## src/rtl/alu_responder.sv

```systemverilog
// alu_responder: single-register ALU request stage feeding a result FIFO,
// with valid/ready handshakes on both sides and a delivered-result counter.
module alu_responder #(
   parameter int WIDTH      = 32,
   parameter int FIFO_DEPTH = 2
) (
   input  logic             clk,
   input  logic             rst,
   input  logic             req_valid,
   output logic             req_ready,
   input  logic [2:0]       req_op,
   input  logic [WIDTH-1:0] req_x,
   input  logic [WIDTH-1:0] req_y,
   output logic             rsp_valid,
   input  logic             rsp_ready,
   output logic [WIDTH-1:0] rsp_z,
   output logic             rsp_zero,
   output logic             rsp_err,
   output logic [15:0]      rsp_count
);
   localparam int AW = $clog2(FIFO_DEPTH);

   typedef struct packed {
      logic [WIDTH-1:0] z;
      logic             zero;
      logic             err;
   } entry_t;

   logic             r_s1_valid;
   logic [2:0]       r_s1_op;
   logic [WIDTH-1:0] r_s1_x;
   logic [WIDTH-1:0] r_s1_y;
   entry_t           r_mem [FIFO_DEPTH];
   logic [AW-1:0]    r_wr_ptr;
   logic [AW-1:0]    r_rd_ptr;
   logic [AW:0]      r_count;
   logic [15:0]      r_rsp_count;
   logic             w_full;
   logic             w_push;
   logic             w_pop;
   logic             w_req_xfer;
   logic [WIDTH-1:0] w_z;
   entry_t           w_res;
   entry_t           w_head;

   always_comb begin
      w_z = '0;
      case (r_s1_op)
         3'b000:  w_z = r_s1_x & r_s1_y;
         3'b001:  w_z = r_s1_x | r_s1_y;
         3'b010:  w_z = r_s1_x ^ r_s1_y;
         3'b011:  w_z = ~(r_s1_x | r_s1_y);
         3'b100:  w_z = r_s1_x + r_s1_y;
         3'b101:  w_z = r_s1_x - r_s1_y;
         3'b110:  w_z = {{(WIDTH-1){1'b0}}, $signed(r_s1_x) < $signed(r_s1_y)};
         default: w_z = '0;
      endcase
   end

   assign w_res      = {w_z, ~|w_z, &r_s1_op};
   assign w_full     = r_count == (AW+1)'(FIFO_DEPTH);
   assign rsp_valid  = r_count != '0;
   assign w_pop      = rsp_valid && rsp_ready;
   // A full FIFO still accepts S1 when its head leaves in the same cycle
   assign w_push     = r_s1_valid && (!w_full || w_pop);
   assign req_ready  = !r_s1_valid || w_push;
   assign w_req_xfer = req_valid && req_ready;
   assign w_head     = r_mem[r_rd_ptr];
   assign rsp_z      = rsp_valid ? w_head.z : '0;
   assign rsp_zero   = rsp_valid && w_head.zero;
   assign rsp_err    = rsp_valid && w_head.err;
   assign rsp_count  = r_rsp_count;

   always_ff @(posedge clk) begin
      if (rst) begin
         r_s1_valid <= 1'b0;
      end else if (w_req_xfer) begin
         r_s1_valid <= 1'b1;
         r_s1_op    <= req_op;
         r_s1_x     <= req_x;
         r_s1_y     <= req_y;
      end else if (w_push) begin
         r_s1_valid <= 1'b0;
      end
   end

   always_ff @(posedge clk) begin
      if (rst) begin
         r_wr_ptr    <= '0;
         r_rd_ptr    <= '0;
         r_count     <= '0;
         r_rsp_count <= '0;
      end else begin
         r_wr_ptr    <= w_push ? r_wr_ptr + 1'b1 : r_wr_ptr;
         r_rd_ptr    <= w_pop ? r_rd_ptr + 1'b1 : r_rd_ptr;
         r_count     <= r_count + (AW+1)'(w_push) - (AW+1)'(w_pop);
         r_rsp_count <= w_pop ? r_rsp_count + 16'd1 : r_rsp_count;
      end
   end

   always_ff @(posedge clk) begin
      if (w_push) r_mem[r_wr_ptr] <= w_res;
   end
endmodule

```

## config.mk

```make
export PLATFORM = sky130hd
export DESIGN_NAME = alu_responder
export DESIGN_NICKNAME = d
export VERILOG_FILES = /design/src/rtl/alu_responder.sv
export SDC_FILE = /design/constraint.sdc
export NUM_CORES = 1
export LEC_CHECK = 0
export CAP_MARGIN = 20
export CORE_MARGIN = 3
export CORE_UTILIZATION = 40
export DETAILED_ROUTE_END_ITERATION = 16
export GPL_TIMING_DRIVEN = 0
export SLEW_MARGIN = 20
export SYNTH_ARGS = -nofsm -noshare
export SYNTH_HDL_FRONTEND = slang
export SYNTH_SLANG_ARGS = --single-unit
```

## constraint.sdc

```tcl
create_clock -name clk -period 6.2 [get_ports clk]
set_input_delay 0.93 -clock clk [delete_from_list [all_inputs] [get_ports clk]]
set_output_delay 0.93 -clock clk [all_outputs]
set_load 0.02 [all_outputs]
```

-- Word level (Yosys, flattened, before mapping)
Memory sizes are Yosys's and may differ from the RTL's. A register that Yosys moved wholly into a read port is not among the register bits.
Cells that the tools add are included.
- $add $sub $neg: 7
- multipliers: 0
- divide/modulo/power cells: 0
- magnitude comparators: 1
- eq/ne operators: 7
- shift operators: 0
- mux-type cells: 8
- bitwise gates (word level): 5
- reduce and logical (&&, ||, !) cells: 16
- operators by type and width (kind ; number):
    one-hot mux 32 bit (7 select lines) ; 1
    adder 32 bit ; 1
    AND 32 bit ; 1
    < comparator 32 bit ; 1
    2-to-1 mux 32 bit ; 1
    NOT 32 bit ; 1
    bitwise OR 32 bit ; 1
    OR reduction 32 bit ; 1
    subtractor 32 bit ; 1
    XOR 32 bit ; 1
    adder 16 x 1 -> 16 bit (second input constant) ; 1
    == test 3 bit (second input constant) ; 3
    == test 3 x 2 -> 1 bit (second input constant) ; 2
    2-to-1 mux 1 bit ; 6
    logical AND 1 bit ; 5
    nonzero test 2 bit ; 2
    == test 3 x 1 -> 1 bit (second input constant) ; 1
    zero test 1 bit ; 3
    zero test 3 bit ; 1
    AND reduction 3 bit ; 1
    adder 1 bit (second input constant) ; 2
    adder 2 x 1 -> 2 bit ; 1
    == test 2 bit (second input constant) ; 1
    logical OR 1 bit ; 2
    other kinds (3) ; 3
- bits in registers: 88
- latch bits: 0
- bits in writable memories: 68
- bits in read-only memories: 0
- bits of input ports: 71
- output and inout port bits: 52
- logic and storage cells: 53
- memories kept: 1
- memory list (memory ; depth ; width ; rd ports ; clocked after memory_dff ; write ports ; RTL line ; source):
    r_mem ; 2 ; 34 ; 1 ; 1 ; 1 ; 33 ; entry_t r_mem [FIFO_DEPTH];

-- Depth between registers and ports, before layout
Gate-level depths: netlist of run 1.
- depth in word-level cells: 7
- depth in mapped cells: 16
- gate-level depth less buffers: 15

-- Worst setup path after synthesis of run 1
No wires, ideal clock.
- path type: input -> register
- start: input port rsp_ready
- end: register r_s1_op[0] (enable)
- setup time: 0.590 ns
- arrival: 6.049 ns
- required time: 5.610 ns
- slack: -0.439 ns
- cell stages on the path: 3
- path buffers: 0
- path through: nor2_1 -> and3_1 -> nor3b_1
- word-level cells in the longest chain between the ends: 6
- ends and longest elaborated chain (element ; RTL line ; source):
    start, declared ; 15 ; input logic rsp_ready,
    logical AND 1 bit ; 63 ; assign w_pop = rsp_valid && rsp_ready;
    logical OR 1 bit ; 65 ; assign w_push = r_s1_valid && (!w_full || w_pop);
    logical AND 1 bit ; 65 ;
    logical OR 1 bit ; 66 ; assign req_ready = !r_s1_valid || w_push;
    logical AND 1 bit ; 67 ; assign w_req_xfer = req_valid && req_ready;
    AND reduction 2 bit (no line) ; -- ;
    end signal, assigned ; 79 ; r_s1_op <= req_op;
    end, declared ; 30 ; logic [2:0] r_s1_op;
No other way between the ends.
A chain may end at the register's enable or synchronous reset.

==> results of run 1 <==
-- power by group --
group / switching (uW) / internal (uW)
clock: 515 / 542
combinational: 665 / 459
sequential: 31.5 / 1230
total: 1210 / 2230
-- per-stage QoR --
| stage | utilization | area [sq um] | hold WS, ns | std cells |
|---|---|---|---|---|
| 6_report | 0.499 | 13600 | 0.519 | 1737 |
| 5_1_grt | 0.499 | 13600 | 0.564 | 1737 |
| 3_3_place_gp | 0.472 | 12800 | 0.497 | 1699 |
| 3_5_place_dp | 0.477 | 13000 | 0.506 | 1705 |
| 4_1_cts | 0.499 | 13600 | 0.526 | 1737 |
| 2_1_floorplan | - | 11100 | 0.481 | 1205 |
-- path summary, 6_finish.rpt --
check | from | to | cells past startpoint
worst max-delay path | r_s1_op[0] | r_mem[0][1] | 14
worst min-delay path | rsp_count[15] | rsp_count[15] | 2
worst max register to register | r_s1_op[0] | r_mem[0][1] | 14
worst min register to register | rsp_count[15] | rsp_count[15] | 2
-- state kept, by name (all words and copies together) (netlist names), 2 cells and up, named ones only --
name,flops
r_s1_x,32
r_s1_op,3
r_s1_y,32
r_mem,68
rsp_count,16
r_count,2
-- worst min-delay path, delay by kind of cell, from the launching register on --
kind / cells / cell delay, ns
flip-flops: 1 / 0.34
XOR/XNOR: 1 / 0.07
AND/OR/NAND/NOR: 1 / 0.07
-- cell type report --
cell class | count | share of cell area
well taps | 372 | 0.0343
inverters | 104 | 0.0288
clock inverters | 15 | 0.0128
multi-input cells | 872 | 0.441
flip-flops and latches | 157 | 0.331
plain buffers | 72 | 0.0224
clock buffers | 17 | 0.0314
repair buffers | 128 | 0.0977
-- cells by family after synthesis --
group,after synthesis,share of synthesized area
flip-flops,157,0.403
XOR/XNOR,42,0.0330
buffers and inverters,176,0.0623
multiplexers,48,0.0445
AND/OR/NAND/NOR,351,0.148
AO/OA/AOI/OAI,328,0.192
adder cells (fa/ha/maj),103,0.117
-- placed cells by master, fill, tap and decap left out, types with 13 or more instances in the layout --
cell type and n:
xor2_1 15, nand3_1 27, o21ai_0 59, clkbuf_1 48, a211oi_1 16, xnor2_1 27
clkdlybuf4s50_1 122, nor2_1 147, clkbuf_16 17, a21oi_1 95, dfxtp_1 22, nor3_1 16
o22ai_1 14, edfxtp_1 135, buf_2 15, inv_1 102, ha_1 101, o31ai_1 17
nor4_1 13, nand2_1 71, mux2i_1 45, nand4_1 18, o211ai_1 16
-- per-layer routing --
metal | GRT usage | vias up
met5 | 0 | -
met4 | 0.0686 | 0
met3 | 0.0494 | 54
met2 | 0.339 | 434
met1 | 0.304 | 4627
li1 | - | 4664
==> metrics.csv, run 1 <==
stage;metric;value;unit
setup_path;endpoint_kind;flip-flop;
logic_synthesis;ys_seq_area_frac;0.403;
sta;max_freq;179;MHz
clock_network;htreeDepth;4;
logic_synthesis;yosys.area.top_type;edfxtp_1;
sta;finalSetupViolCount;0;
sta;final_hold_viol_count;0;
cells_and_area;syn2layout_area_growth;21.7;%
route;wl_met2;14.7;mm
clock_network;cts.clk_slew.worst_paths;0.07;ns
clock_network;hold_buffers;0;
clock_network;clock_path_buffers;2;
logic_synthesis;postSynth.asyncResetShare;0;
sta;tns;0;ns
logic_synthesis;yosysUniqueCellTypes;80;
cells_and_area;fillers;2657;
die;core;27200;sq um
setup_path;path_buf_inv;8;
route;top_layer;met4;
setup_path;crit_top_cell;buf_2;
global_route;grt_pass1_wl;52.1;mm
route;wl;33.3;mm
logic_synthesis;synth_ff_type;edfxtp_1;
sta;slew_viol_final;0;
route;wl_met1;15.0;mm
logic_synthesis;syn_area_per_cell;9.25;sq um
setup_path;arrival;5.83;ns
hold_path;hp-class;flip-flop to flip-flop;
sta;setup_ws;0.615;ns
sta;slew_headroom;0.271;
pwr;p_per_area;254;nW/um^2
clock_network;ctsResizeCount;0;
logic_synthesis;synth_nets;1379;
global_route;gr-usage-all-layers;0.218;
setup_path;timing_worst_setup_path_type;flip-flop to flip-flop;
logic_synthesis;synthCells;1205;
run_status;status;completed;
cells_and_area;multi_input_area;5980;sq um
route;drt-vias-per-instance;5.63;
logic_synthesis;yosys.cell_count.top_type;nor2_1;
sta;worstMarginPinSlew;1.07;ns
global_route;grt_pass1_vias;9330;
cells_and_area;nets;1526;
clock_network;clock_latency;0.44;ns
setup_path;cp_top_family;buffers and inverters;
route;drc;0;
place;post-place-ws;0.809;ns
cells_and_area;seqCellArea;4490;sq um
pwr;p_leak;0.00526;uW
pwr;peakVddDrop;0.178;mV
sta;fin_crit_sh;0.901;
global_route;antenna_found_initial;0;
logic_synthesis;yosys-top-cells-area;edfxtp_1 36%, ha_1 11%, nor2_1 5.0%;
clock_network;cts_root_buf;clkbuf_16;
flow_run;cap_violations;0;
clock_network;clock_sinks;157;
setup_path;cpPeakStageDelay;0.67;ns
setup_path;critPathLaunchType;flip-flop;
logic_synthesis;synth_common_cells;149 x nor2_1, 135 x edfxtp_1, 102 x inv_1;
global_route;grt_max_degree;19;
route;vias;9779;
route;wl_per_cell;19.2;microns
logic_synthesis;synth.ff_latch_count;157;
die;io_pins;123;
place;finalWeightedCongestion;0.956;
clock_network;cts_made_buffers;17;
route;wl_met3;2.84;mm
place;port_buffers;122;
clock_network;cts_tree;yes;
cells_and_area;num_antenna_cells;0;
die;die-area;29900;sq um
logic_synthesis;synth_top_area_share;0.364;
sta;min_period;5.59;ns
sta;rsz0062_at_grt;no;
pwr;p_total;3440;uW
cells_and_area;drive_gt1_frac;0.0549;
setup_path;worstPathMaxFanout;10;
die;die_height;173;microns
setup_path;required;6.45;ns
route;firstDrtPassIters;5;
clock_network;postCtsSetupBuffers;0;
route;antenna_left;0;
die;fp.dieW;173;microns
logic_synthesis;synth_edf_count;135;
global_route;grt-ovfl-total;0;
die;start_util;0.410;
die;rows;60;
route;first_iter_violations;893;
setup_path;cp_cell_sequence;buf_2, buf_2, buf_2, buf_2, clkbuf_1, clkbuf_1, buf_1, clkbuf_1, o211ai_1, o211ai_1, o211ai_1, nor4b_2, nand4b_1, nor4_2;
place;dp_hpwl;25.5;mm
sta;fin_skew;0.0115;ns
logic_synthesis;syn-cell-area;11100;sq um
setup_path;slowest_stage;buf_1;
logic_synthesis;synth_warnings;0;
setup_path;regToRegSetupSlack;0.61;ns
Power figures use the tool's default switching activity.
==> run 2, diff against run 1 <==
--- a/config.mk
+++ b/config.mk
@@ -5,11 +5,11 @@
 export SDC_FILE = /design/constraint.sdc
 export NUM_CORES = 1
 export LEC_CHECK = 0
-export CAP_MARGIN = 20
 export CORE_MARGIN = 3
 export CORE_UTILIZATION = 40
 export DETAILED_ROUTE_END_ITERATION = 16
 export GPL_TIMING_DRIVEN = 0
+export PLACE_DENSITY = 0.66
 export SLEW_MARGIN = 20
 export SYNTH_ARGS = -nofsm -noshare
 export SYNTH_HDL_FRONTEND = slang
==> run 2 against run 1 <==
Net effect:
- critical path depth is 1 higher
- total power is 3.4% higher
- count of clock-buffer cells in the layout is 3 higher
- wire length hardly changed
- clock skew is 0.0051 ns higher
- critical path type unchanged
- register-to-register slack better by 0.17 ns
- sequential cell count stayed put
- worst hold slack better by 0.0078 ns
- sequential power hardly changed
- global-route usage is 0.050 points lower
- final area is 0.22% higher
- worst setup slack better by 0.17 ns
==> metrics.csv, run 2 (synthesis results as in run 1) <==
stage;metric;value;unit;change
clock_network;clock_path_buffers;2;;unchanged
clock_network;cts_root_buf;clkbuf_16;;unchanged
die;rows;60;;unchanged
clock_network;postCtsSetupBuffers;0;;unchanged
route;wl_per_cell;19.2;microns;about the same
cells_and_area;num_antenna_cells;0;;unchanged
clock_network;htreeDepth;4;;unchanged
place;dp_hpwl;25.6;mm;was 25.5 mm
global_route;gr-usage-all-layers;0.218;;about the same
global_route;grt-ovfl-total;0;;unchanged
setup_path;regToRegSetupSlack;0.78;ns;was 0.61 ns
flow_run;cap_violations;0;;unchanged
setup_path;crit_top_cell;buf_2;;unchanged
setup_path;arrival;5.65;ns;was 5.83 ns
sta;rsz0062_at_grt;no;;unchanged
place;port_buffers;122;;unchanged
cells_and_area;final_cell_mix;147 x nor2_1, 135 x edfxtp_1, 122 x clkdlybuf4s50_1;;unchanged
sta;setup_ws;0.780;ns;was 0.615 ns
cells_and_area;seqCellArea;4490;sq um;unchanged
die;start_util;0.410;;unchanged
sta;min_period;5.42;ns;was 5.59 ns
cells_and_area;largest_register_ffs;68;;unchanged
place;finalWeightedCongestion;0.923;;was 0.956
sta;fin_crit_sh;0.874;;was 0.901
pwr;p_leak;0.00528;uW;was 0.00526 uW
setup_path;required;6.43;ns;was 6.45 ns
clock_network;clock_latency;0.44;ns;about the same
clock_network;ctsResizeCount;0;;unchanged
clock_network;clock_sinks;157;;unchanged
die;fp.dieW;173;microns;unchanged
route;drt-vias-per-instance;5.60;;was 5.63
cells_and_area;drive_gt1_frac;0.0542;;was 0.0549
route;first_iter_violations;980;;was 893
route;firstDrtPassIters;6;;was 5
sta;max_freq;185;MHz;was 179 MHz
pwr;peakVddDrop;0.153;mV;was 0.178 mV
hold_path;hp-class;flip-flop to flip-flop;;unchanged
cells_and_area;multi_input_area;5980;sq um;unchanged
cells_and_area;reg_top3;r_mem x68, r_s1_x x32, r_s1_y x32;;unchanged
cells_and_area;top_register;r_mem;;unchanged
sta;slew_headroom;0.244;;was 0.271
setup_path;worstPathMaxFanout;10;;unchanged
route;top_layer;met4;;unchanged
global_route;grt_pass1_wl;52.1;mm;about the same
setup_path;timing_worst_setup_path_type;flip-flop to flip-flop;;unchanged
cells_and_area;nets;1526;;unchanged
setup_path;slowest_stage;clkbuf_1;;was buf_1
setup_path;cpPeakStageDelay;0.63;ns;was 0.67 ns
route;vias;9719;;was 9779
die;die-area;29900;sq um;unchanged
setup_path;timing.rr.start;r_s1_op[0];;unchanged
hold_path;hold_path_end;r_rd_ptr;;was rsp_count[15]
route;wl_met2;14.6;mm;was 14.7 mm
clock_network;cts_tree;yes;;unchanged
route;drc;0;;unchanged
place;post-place-ws;1.02;ns;was 0.809 ns
sta;slew_viol_final;0;;unchanged
setup_path;reg2reg_to;r_mem[1][1];;was r_mem[0][1]
sta;final_hold_viol_count;0;;unchanged
setup_path;endpoint_kind;flip-flop;;unchanged
setup_path;critPathLaunchType;flip-flop;;unchanged
sta;tns;0;ns;unchanged
setup_path;rr_worst_depth;15;;was 14
sta;hold_ws;0.527;ns;was 0.519 ns
hold_path;whs_path_depth;2;;unchanged
route;wl_met3;2.48;mm;was 2.84 mm
route;wl_met1;15.4;mm;was 15.0 mm
sta;finalSetupViolCount;0;;unchanged
clock_network;hold_buffers;0;;unchanged
clock_network;cts_made_buffers;17;;unchanged
route;wl;33.3;mm;about the same
setup_path;cp_cell_sequence;buf_2, buf_2, buf_2, buf_2, buf_2, clkbuf_1, clkbuf_1, buf_1, nand2_1, o21a_1, o211ai_1, o211ai_1, nor4b_2, nand4b_1, nor4_2;;was buf_2, buf_2, buf_2, buf_2, clkbuf_1, clkbuf_1, buf_1, clkbuf_1, o211ai_1, o211ai_1, o211ai_1, nor4b_2, nand4b_1, nor4_2
global_route;grt_pass1_vias;9400;;was 9330
cells_and_area;utilization;0.500;;was 0.499
pwr;p_per_area;262;nW/um^2;was 254 nW/um^2
cells_and_area;final_common_cell;nor2_1;;unchanged
run_status;status;completed;;unchanged
route;antenna_left;0;;unchanged
hold_path;min_from;r_rd_ptr;;was rsp_count[15]
die;io_pins;123;;unchanged
sta;fin_skew;0.0166;ns;was 0.0115 ns
clock_network;cts.clk_slew.worst_paths;0.07;ns;about the same
die;core;27200;sq um;unchanged
global_route;grt_max_degree;27;;was 19
cells_and_area;fillers;2635;;was 2657
die;die_height;173;microns;unchanged
global_route;antenna_found_initial;0;;unchanged
cells_and_area;syn2layout_area_growth;21.9;%;was 21.7%
sta;worstMarginPinSlew;1.11;ns;was 1.07 ns
==> run 2: cell types whose count changed in the layout (fill, tap and decap cells not counted), sizes merged <==
cell    change
clkbuf      +3
inv         +2
bufinv      +2
clkinv      -7
==> run 2: worst max-delay path by stage <==
stage | startpoint | endpoint | slack [ns] | cells after the start
2_1_floorplan | rsp_ready | r_s1_op[0] | 1.93 | 3
3_3_place_gp | rsp_ready | r_s1_y[22] | 0.18 | 4
3_5_place_dp | r_s1_op[0] | r_mem[0][1] | 1.02 | 15
4_1_cts | r_s1_op[0] | r_mem[1][1] | 0.99 | 15
5_1_grt | r_s1_op[0] | r_mem[0][1] | 0.68 | 15
6_report | r_s1_op[0] | r_mem[1][1] | 0.78 | 15
==> run 2: area by class of cell <==
type                       count  area share
timing repair buffer         128      0.0964
multi-input combinational    872       0.440
clock buffer                  20      0.0353
buffer                        72      0.0224
inverter                     104      0.0287
clock inverter                12      0.0122
tap                          372      0.0342
sequential                   157       0.331
==> run 2: stage by stage <==
step	total power (uW)	instances	area (sq um)
detailed placement	2400	1705	12900
global placement	2380	1699	12800
CTS	3570	1737	13600
floorplan	1960	1205	11100
global route	3710	1737	13600
finish	3560	1737	13600
==> run 2: power breakdown <==
part / internal, uW / switching, uW / leakage, uW
combinational: 459 / 670 / 0.00352
clock: 662 / 506 / 0.000318
sequential: 1230 / 31.7 / 0.00144
total: 2350 / 1210 / 0.00528
==> run 2: metal layers <==
layer	track usage	up-vias
li1	-	4685
met3	0.0411	52
met5	0	-
met2	0.334	399
met4	0.0713	0
met1	0.311	4583
==> run 2: worst max-delay path: cells and delay by family (launching register included) <==
kind / cells / cell delay, ns
DFF: 1 / 0.40
buffers and inverters: 8 / 3.12
AOI/OAI and AO/OA: 3 / 0.70
and+or+nand+nor: 4 / 0.99
